$ cat src/rtl/dma_pkg.sv
// rtl/dma_pkg.sv - shared DMA widths, transfer modes and MEM link FIFO depth
package dma_pkg;
  localparam int DMA_MEM_W       = 4;
  localparam int DMA_CPU_W       = 8;
  localparam int MODE_MEM_TO_CPU = 0;
  localparam int MODE_CPU_TO_MEM = 1;
  localparam int MEM_LINK_DEPTH  = 8;
endpackage

$ cat src/rtl/mem_link_ram.sv
// rtl/mem_link_ram.sv - DEPTH x DATA_W storage, one write port, asynchronous read port
module mem_link_ram #(
  parameter int DATA_W = 4,
  parameter int DEPTH  = 8,
  localparam int AW    = $clog2(DEPTH)
) (
  input  logic              clk,
  input  logic              i_wr_en,
  input  logic [AW-1:0]     i_wr_addr,
  input  logic [DATA_W-1:0] i_wr_data,
  input  logic [AW-1:0]     i_rd_addr,
  output logic [DATA_W-1:0] o_rd_data
);

  logic [DATA_W-1:0] r_mem [DEPTH];

  // Contents are not reset; validity is tracked purely by the FIFO pointers.
  always_ff @(posedge clk) begin
    if (i_wr_en) begin
      r_mem[i_wr_addr] <= i_wr_data;
    end
  end

  assign o_rd_data = r_mem[i_rd_addr];

endmodule

$ cat src/rtl/mem_link_fifo.sv
// rtl/mem_link_fifo.sv - first-word fall-through DMA-to-MEM link FIFO
// Optional occupancy output enabled by MEM_LINK_FIFO_COUNT_EN.
module mem_link_fifo
  import dma_pkg::*;
#(
  parameter int DATA_W = DMA_MEM_W,
  parameter int DEPTH  = MEM_LINK_DEPTH
) (
  input  logic              clk,
  input  logic              resetn,
  input  logic              in_valid,
  output logic              in_enable,
  input  logic [DATA_W-1:0] in_data,
  output logic              out_valid,
  input  logic              out_enable,
  output logic [DATA_W-1:0] out_data,
  output logic              full,
  output logic              empty
`ifdef MEM_LINK_FIFO_COUNT_EN
  ,
  output logic [$clog2(DEPTH):0] count
`endif
);

  localparam int AW = $clog2(DEPTH);
  localparam logic [AW:0] PTR_ONE = 1;

  logic [AW:0]       r_wr_ptr;
  logic [AW:0]       r_rd_ptr;
  logic              w_full;
  logic              w_empty;
  logic              w_push;
  logic              w_pop;
  logic [DATA_W-1:0] w_rd_data;

  // The extra pointer MSB separates full from empty when the index bits match.
  assign w_empty = (r_wr_ptr == r_rd_ptr);
  assign w_full  = (r_wr_ptr[AW] != r_rd_ptr[AW]) &&
                   (r_wr_ptr[AW-1:0] == r_rd_ptr[AW-1:0]);
  assign w_push  = in_valid && !w_full;
  assign w_pop   = out_enable && !w_empty;

  always_ff @(posedge clk) begin
    if (!resetn) begin
      r_wr_ptr <= '0;
      r_rd_ptr <= '0;
    end else begin
      if (w_push) begin
        r_wr_ptr <= r_wr_ptr + PTR_ONE;
      end
      if (w_pop) begin
        r_rd_ptr <= r_rd_ptr + PTR_ONE;
      end
    end
  end

  mem_link_ram #(
    .DATA_W (DATA_W),
    .DEPTH  (DEPTH)
  ) u_ram (
    .clk       (clk),
    .i_wr_en   (w_push),
    .i_wr_addr (r_wr_ptr[AW-1:0]),
    .i_wr_data (in_data),
    .i_rd_addr (r_rd_ptr[AW-1:0]),
    .o_rd_data (w_rd_data)
  );

  assign full      = w_full;
  assign empty     = w_empty;
  assign in_enable = !w_full;
  assign out_valid = !w_empty;
  assign out_data  = w_empty ? '0 : w_rd_data;

`ifdef MEM_LINK_FIFO_COUNT_EN
  assign count = r_wr_ptr - r_rd_ptr;
`endif

endmodule

$ cat config.mk
export PLATFORM = sky130hd
export DESIGN_NAME = mem_link_fifo
export DESIGN_NICKNAME = d
export VERILOG_FILES = /design/src/rtl/dma_pkg.sv /design/src/rtl/mem_link_ram.sv /design/src/rtl/mem_link_fifo.sv
export SDC_FILE = /design/constraint.sdc
export NUM_CORES = 1
export LEC_CHECK = 0
export BUFFER_PORTS_ARGS = -buffer_cell sky130_fd_sc_hd__buf_2
export CAP_MARGIN = 25
export CORE_UTILIZATION = 40
export CTS_BUF_LIST = sky130_fd_sc_hd__clkbuf_8
export CTS_CLUSTER_SIZE = 8
export DETAILED_ROUTE_END_ITERATION = 10
export PLACE_DENSITY_LB_ADDON = 0.2
export SETUP_SLACK_MARGIN = 0.4
export SLEW_MARGIN = 20
export SYNTH_ARGS = -nofsm -noshare
export SYNTH_HDL_FRONTEND = slang
export SYNTH_SLANG_ARGS = --single-unit
export TNS_END_PERCENT = 30
$ cat constraint.sdc
create_clock -name clk -period 2 [get_ports clk]
set_input_delay 0.1 -clock clk [delete_from_list [all_inputs] [get_ports clk]]
set_output_delay 0.1 -clock clk [all_outputs]
set_load 0.1 [all_outputs]
==> impl_metrics.ini, run 1 <==
[power]
finalPower_uw = 2560
p_leak_uw = 0.000943
ir_worst_vdd_v = 0.000424
p_per_area_nw_per_um2 = 954

[cts]
cts_tree = built
cts_hold_buf = 0
numCtsBuffers = 5
clock-sinks = 43
clockBufferDepth = 2
cts_htree_levels = 2
path_clk_slew_ns = 0.08
insertion_delay_ns = 0.29
root_buffer = clkbuf_8

[setup_path]
r2r_start = r_rd_ptr[1]
cp_num_buf_inv = 2
critPathKind = reg2out
required_ns = 1.90
critPathSlowestCell = mux4_2
cp_cell_sequence = buf_12 -> mux4_2 -> mux2i_1 -> nor2_1 -> buf_6
crit_path_end_kind = primary output
critPathTopFamily = multiplexers
cp-start-kind = flop
cpPeakStageDelay_ns = 0.53
worstPathArrival_ns = 1.70
crit_fanout = 8

[logic_synthesis]
synth_area_leader_cell = edfxtp_1
avgSynthCellArea_um2 = 14.9
ys_ff_latch = 43
syn_area_um2 = 2050
syn_nets = 148
synth_top_area_share_pct = 46.8
synthTopCellsByArea = edfxtp_1 (47%), dfxtp_1 (11%), mux4_2 (8.8%)
yosysUniqueCellTypes = 34
synth_seq_area_share_pct = 57.6
syn_inst = 138
ys_warn_count = 0

[detailed_routing]
wirelength_um = 4000
firstDrtPassIters = 4
drtAntennaViolNets = 0
avgRoutedWirePerCell_um = 16.5
num_vias = 1251
detail_route.iter0.violations = 44
route.detailed.drc = 0
vias_per_cell = 5.15

[flow_run]
maxCapViolations = 0

[cells_and_area]
layout_common_cells = edfxtp_1 (32), buf_4 (22), mux2i_1 (13), nand2_1 (13), mux4_2 (8)
area_delta_synth_final_pct = 30.5
layout_commonest_cell = edfxtp_1
drive_gt1_share_pct = 47.2
antenna_cells = 0
fin_nets = 185

[grt]
grt_max_degree = 20
use_met1_pct = 19.3
grt-busiest-layer = met2
use_met3_pct = 3.98
grt_pass1_wl_um = 6550
grt_remaining_overflow = 0
antenna_found_initial = 0
grt_use_met2_pct = 29.2
track_usage_pct = 16.8
first_global_vias = 1320

[floorplan]
die_area_um2 = 5420
die-width_um = 73.6
design.core.area_um2 = 4820
io_pins = 16
die_y_um = 73.6
start_util_pct = 42.6
std_cell_rows = 25

[sta]
period_share_pct = 89.9
fmax_mhz = 556
rsz0062_at_grt = yes
setup_ws_ns = 0.202
final_max_slew_viol_count = 0
tightest_slew_ns = 0.444
maxSlewHeadroom_pct = 70.2
fin_crit_ns = 1.80
finalSetupViolCount = 0
finalHoldViolations = 0
finClkSkew_ns = 0.00391

[status]
status = completed

[hold_path]
hold_start = in_data[3]
min_path_type = in2reg

[placement]
pre_cts_ws_ns = 0.195
dp_hpwl_um = 2800
gp_congestion = 0.824
port_buffers = 15
==> cell type report <==
class | count | area (µm²)
Multi-Input combinational cell | 83 | 905
Timing Repair Buffer | 40 | 368
Tap cell | 67 | 83.8
Fill cell | 424 | 2140
Inverter | 2 | 7.51
Clock inverter | 3 | 38.8
Clock buffer | 5 | 68.8
Sequential cell | 43 | 1210
==> worst register-to-register path, stage by stage, from the launching register on <==
cell and delay [ns]:
dfxtp_4 0.39, xor2_4 0.28, nor4_4 0.11, buf_4 0.18, nor4_1 0.26, buf_4 0.19
==> repair_timing <==
action,CTS,global route
setup endpoints to repair,40,40
setup buffers,13,0
pin swaps,8,1
gates resized for setup,36,8
==> synth_stat cells (all sizes together) <==
master   n
xnor2    4
a41oi    2
nor4b    4
dfxtp   11
nand3    3
a211o    1
mux2     2
mux2i   13
nand2b   6
ha       2
o41a     1
and3b    1
nor2     5
mux4     8
a311o    1
nor4     5
nand2   13
nor3     1
o41ai    1
and2     1
edfxtp  32
or3b     1
nor3b    1
inv      2
buf      7
clkbuf   3
nand4    3
xor2     4
==> worst paths after layout <==
kind / cells past startpoint / end / slack (ns)
max reg2reg: 5 / u_ram.r_mem[1][0] / 0.32
min: 1 / u_ram.r_mem[2][3] / 0.09
min reg2reg: 3 / r_wr_ptr[0] / 0.66
max: 5 / out_data[3] / 0.20
==> state kept, by name, indices dropped and copies added (netlist names), named ones only <==
| signal | cells |
|---|---|
| u_ram.r_mem | 32 |
| r_rd_ptr | 4 |
| r_wr_ptr | 4 |
==> power by group <==
group / leakage (µW) / total, µW / internal [µW] / switching (µW)
registers: 0.000386 / 1020 / 990 / 29.3
clock network: 0.0000556 / 657 / 366 / 292
logic: 0.000502 / 879 / 348 / 531
total: 0.000943 / 2560 / 1700 / 852
==> per-layer routing <==
| metal | up-vias | routed length (µm) |
|---|---|---|
| met4 | 0 | 147 |
| met2 | 31 | 2100 |
| met1 | 609 | 1610 |
| met3 | 14 | 141 |
| li1 | 597 | - |
| met5 | - | 0 |
==> cell families after synthesis <==
family / count (synthesis) / synth area share (%)
buffers and inverters: 12 / 2.56
multiplexers: 23 / 16.2
AND/OR/NAND/NOR: 44 / 13.4
flip-flops: 43 / 57.6
XOR/XNOR: 8 / 4.88
adder cells (fa/ha/maj): 2 / 1.22
AO/OA/AOI/OAI: 6 / 4.15
==> stage by stage <==
step	area, µm²	hold WS, ns	utilization [%]	cells	TNS (ns)
floorplan	2100	0.199	-	138	-15.35
global placement	2320	0.395	48.1	222	0
detailed placement	2320	0.400	48.1	222	0
CTS	2640	0.0899	54.8	243	0
global route	2680	0.0933	55.6	243	0
finish	2680	0.0942	55.6	243	0
No activity file was read; power rests on OpenSTA's default activity.
==> run 2, diff against run 1 <==
--- a/config.mk
+++ b/config.mk
@@ -16,5 +16,6 @@
 export SLEW_MARGIN = 20
 export SYNTH_ARGS = -nofsm -noshare
 export SYNTH_HDL_FRONTEND = slang
+export SYNTH_HIERARCHICAL = 1
 export SYNTH_SLANG_ARGS = --single-unit
 export TNS_END_PERCENT = 30
==> impl_metrics.ini, run 2 <==
[sta]
finalSetupViolCount = 0
finalHoldViolations = 0
fin_crit_ns = 1.97
period_share_pct = 98.6
finClkSkew_ns = 0.00674
tightest_slew_ns = 0.303
final_max_slew_viol_count = 0
setup_ws_ns = 0.0283
maxSlewHeadroom_pct = 79.7
fmax_mhz = 507
rsz0062_at_grt = yes

[cells_and_area]
largest_reg_flops = 32
top_regs = u_ram/r_mem: 32 flops, r_rd_ptr: 4 flops, r_wr_ptr: 4 flops
layout_commonest_cell = edfxtp_1
antenna_cells = 0
top_register = u_ram/r_mem
drive_gt1_share_pct = 49.1
layout_common_cells = edfxtp_1 (32), buf_4 (18), nand2_1 (12)
multi_input_area_um2 = 852
area_delta_synth_final_pct = 36.5
n_fill_cell = 338
area.sequential_um2 = 1140
final_cells = 225
fin_nets = 182

[placement]
dp.cells = 204
port_buffers = 15
dp_hpwl_um = 2550
pre_cts_ws_ns = 0.0980
gp_congestion = 0.773

[logic_synthesis]
yosysUniqueCellTypes = 31
synthTopCellsByArea = edfxtp_1 (50%), mux4_1 (11%), dfxtp_1 (8.4%)
ys.flop_type = edfxtp_1
synth_top_area_share_pct = 50.4
synth_xor_area_share_pct = 3.67
synth_seq_area_share_pct = 58.8
ys_warn_count = 6
synth_top_family_by_area = multiplexers
syn_nets = 140
synth_edf_count = 32
muxShareOfSynthArea_pct = 17.7
avgSynthCellArea_um2 = 14.7
synth_fa_ha_area_share_pct = 1.31
synth.most_common_cell = edfxtp_1
synth-async-reset-ratio_pct = 0
syn_inst = 130
synth_compound_area_share_pct = 3.02
syn_area_um2 = 1910
ys_ff_latch = 40
synth_area_leader_cell = edfxtp_1
yosys.area_share.simple_pct = 13.1
synth_common_cells = edfxtp_1 (32), nand2_1 (13), dfxtp_1 (8), mux4_1 (8), nand2b_1 (8)

[cts]
root_buffer = clkbuf_8
path_clk_slew_ns = 0.08
clockBufferDepth = 2
cts_htree_levels = 2
numCtsBuffers = 5
clock-sinks = 40
cts_tree = built
cts_hold_buf = 0
insertion_delay_ns = 0.30

[detailed_routing]
avgRoutedWirePerCell_um = 17.7
wirelength_um = 3980
vias_per_cell = 5.57
firstDrtPassIters = 6
detail_route.iter0.violations = 105
drtAntennaViolNets = 0
num_vias = 1254
route.detailed.drc = 0

[floorplan]
die_area_um2 = 5050
design.core.area_um2 = 4470
start_util_pct = 42.6
die_y_um = 71.0
std_cell_rows = 24
die-width_um = 71.0
io_pins = 16

[power]
p_seq_share_pct = 37.7
power_switching_uw = 842
power_frac_clock_pct = 25.5
comb_power_share_pct = 36.8
p_int_uw = 1730
swShare_pct = 32.8
p_leak_uw = 0.000947
ir_worst_vdd_v = 0.000594
p_per_area_nw_per_um2 = 988

[grt]
first_global_vias = 1213
grt_pass1_wl_um = 6440
grt_max_degree = 20
grt_remaining_overflow = 0
antenna_found_initial = 0
track_usage_pct = 17.7

[setup_path]
r2r_start = r_rd_ptr[0]
startpoint = r_rd_ptr[0]
cp-start-kind = flop
crit_path_end_kind = primary output
crit_fanout = 5
required_ns = 1.90
critPathKind = reg2out
worstPathArrival_ns = 1.87

[flow_run]
maxCapViolations = 0

[hold_path]
hold_start = in_data[3]
min_path_type = in2reg

[status]
status = completed
[run 2: cell count changes in the layout (fill, tap and decap cells not counted), moves of 3 or more]
cell	delta
mux2_4	+5
buf_12	+3
mux2i_1	-7
xnor2_1	-3
buf_4	-4
and2_4	+4
[run 2: repair_timing]
item / in CTS / in global routing
gates resized for setup: 49 / 7
buffers inserted: 12 / 1
setup endpoints to repair: 40 / 45
pin swaps: 5 / 11
[run 2: power by group through the flow]
stage               Clock [µW]  Combinational [µW]  Sequential, µW
floorplan                    0                 527             977
global placement             0                 641             991
detailed placement           0                 643             992
CTS                        670                 936             967
global route               701                 987             973
finish                     655                 946             969
[run 2: kinds of logic (layout without fill, tap and decap cells)]
kind of cell | count (synthesis) | after routing
compound gates | 6 | 6
xor+xnor | 8 | 8
fa+ha+maj | 2 | 2
buf+inv | 8 | 51
flops | 40 | 40
mux | 20 | 20
simple gates | 46 | 46
[run 2: critical path: stages, from the launching register on]
cell and delay, ns:
dfxtp_4 0.39, buf_6 0.13, mux4_2 0.49, mux2_4 0.26
and2_4 0.14, buf_12 0.16
[run 2: layout make-up]
cell class	instances	area share, %
Clock inverter	3	1.63
Clock buffer	5	2.64
Tap cell	52	2.50
Multi-Input combinational cell	82	32.7
Sequential cell	40	43.7
Timing Repair Buffer	41	16.2
Inverter	2	0.577
[run 2: through the flow]
stage / TNS [ns] / hold WS, ns / utilization [%] / total power, µW / instance area [µm²]
3_5_place_dp: 0 / 0.381 / 49.8 / 1640 / 2230
3_3_place_gp: 0 / 0.373 / 49.8 / 1630 / 2230
5_1_grt: -0.0435 / 0.0863 / 58.2 / 2660 / 2600
2_1_floorplan: -1.57 / 0.199 / - / 1500 / 2000
4_1_cts: 0 / 0.0702 / 57.4 / 2570 / 2570
6_report: 0 / 0.0753 / 58.2 / 2570 / 2600
[run 2: layer usage]
metal | up-vias | part of all wire [%] | GRT usage (%)
met5 | - | 0 | 0
met4 | 0 | 2.0 | 7.33
met3 | 9 | 4.9 | 4.70
met2 | 47 | 47 | 27.5
met1 | 618 | 46 | 23.8
li1 | 580 | - | -
[run 2: final timing paths]
kind              depth (start not counted)  slack, ns           endpoint
setup / recovery                          5       0.03        out_data[1]
hold reg to reg                           2       0.58        r_wr_ptr[1]
hold / removal                            1       0.08  u_ram/r_mem[7][3]
setup reg to reg                          8       0.07  u_ram/r_mem[3][3]
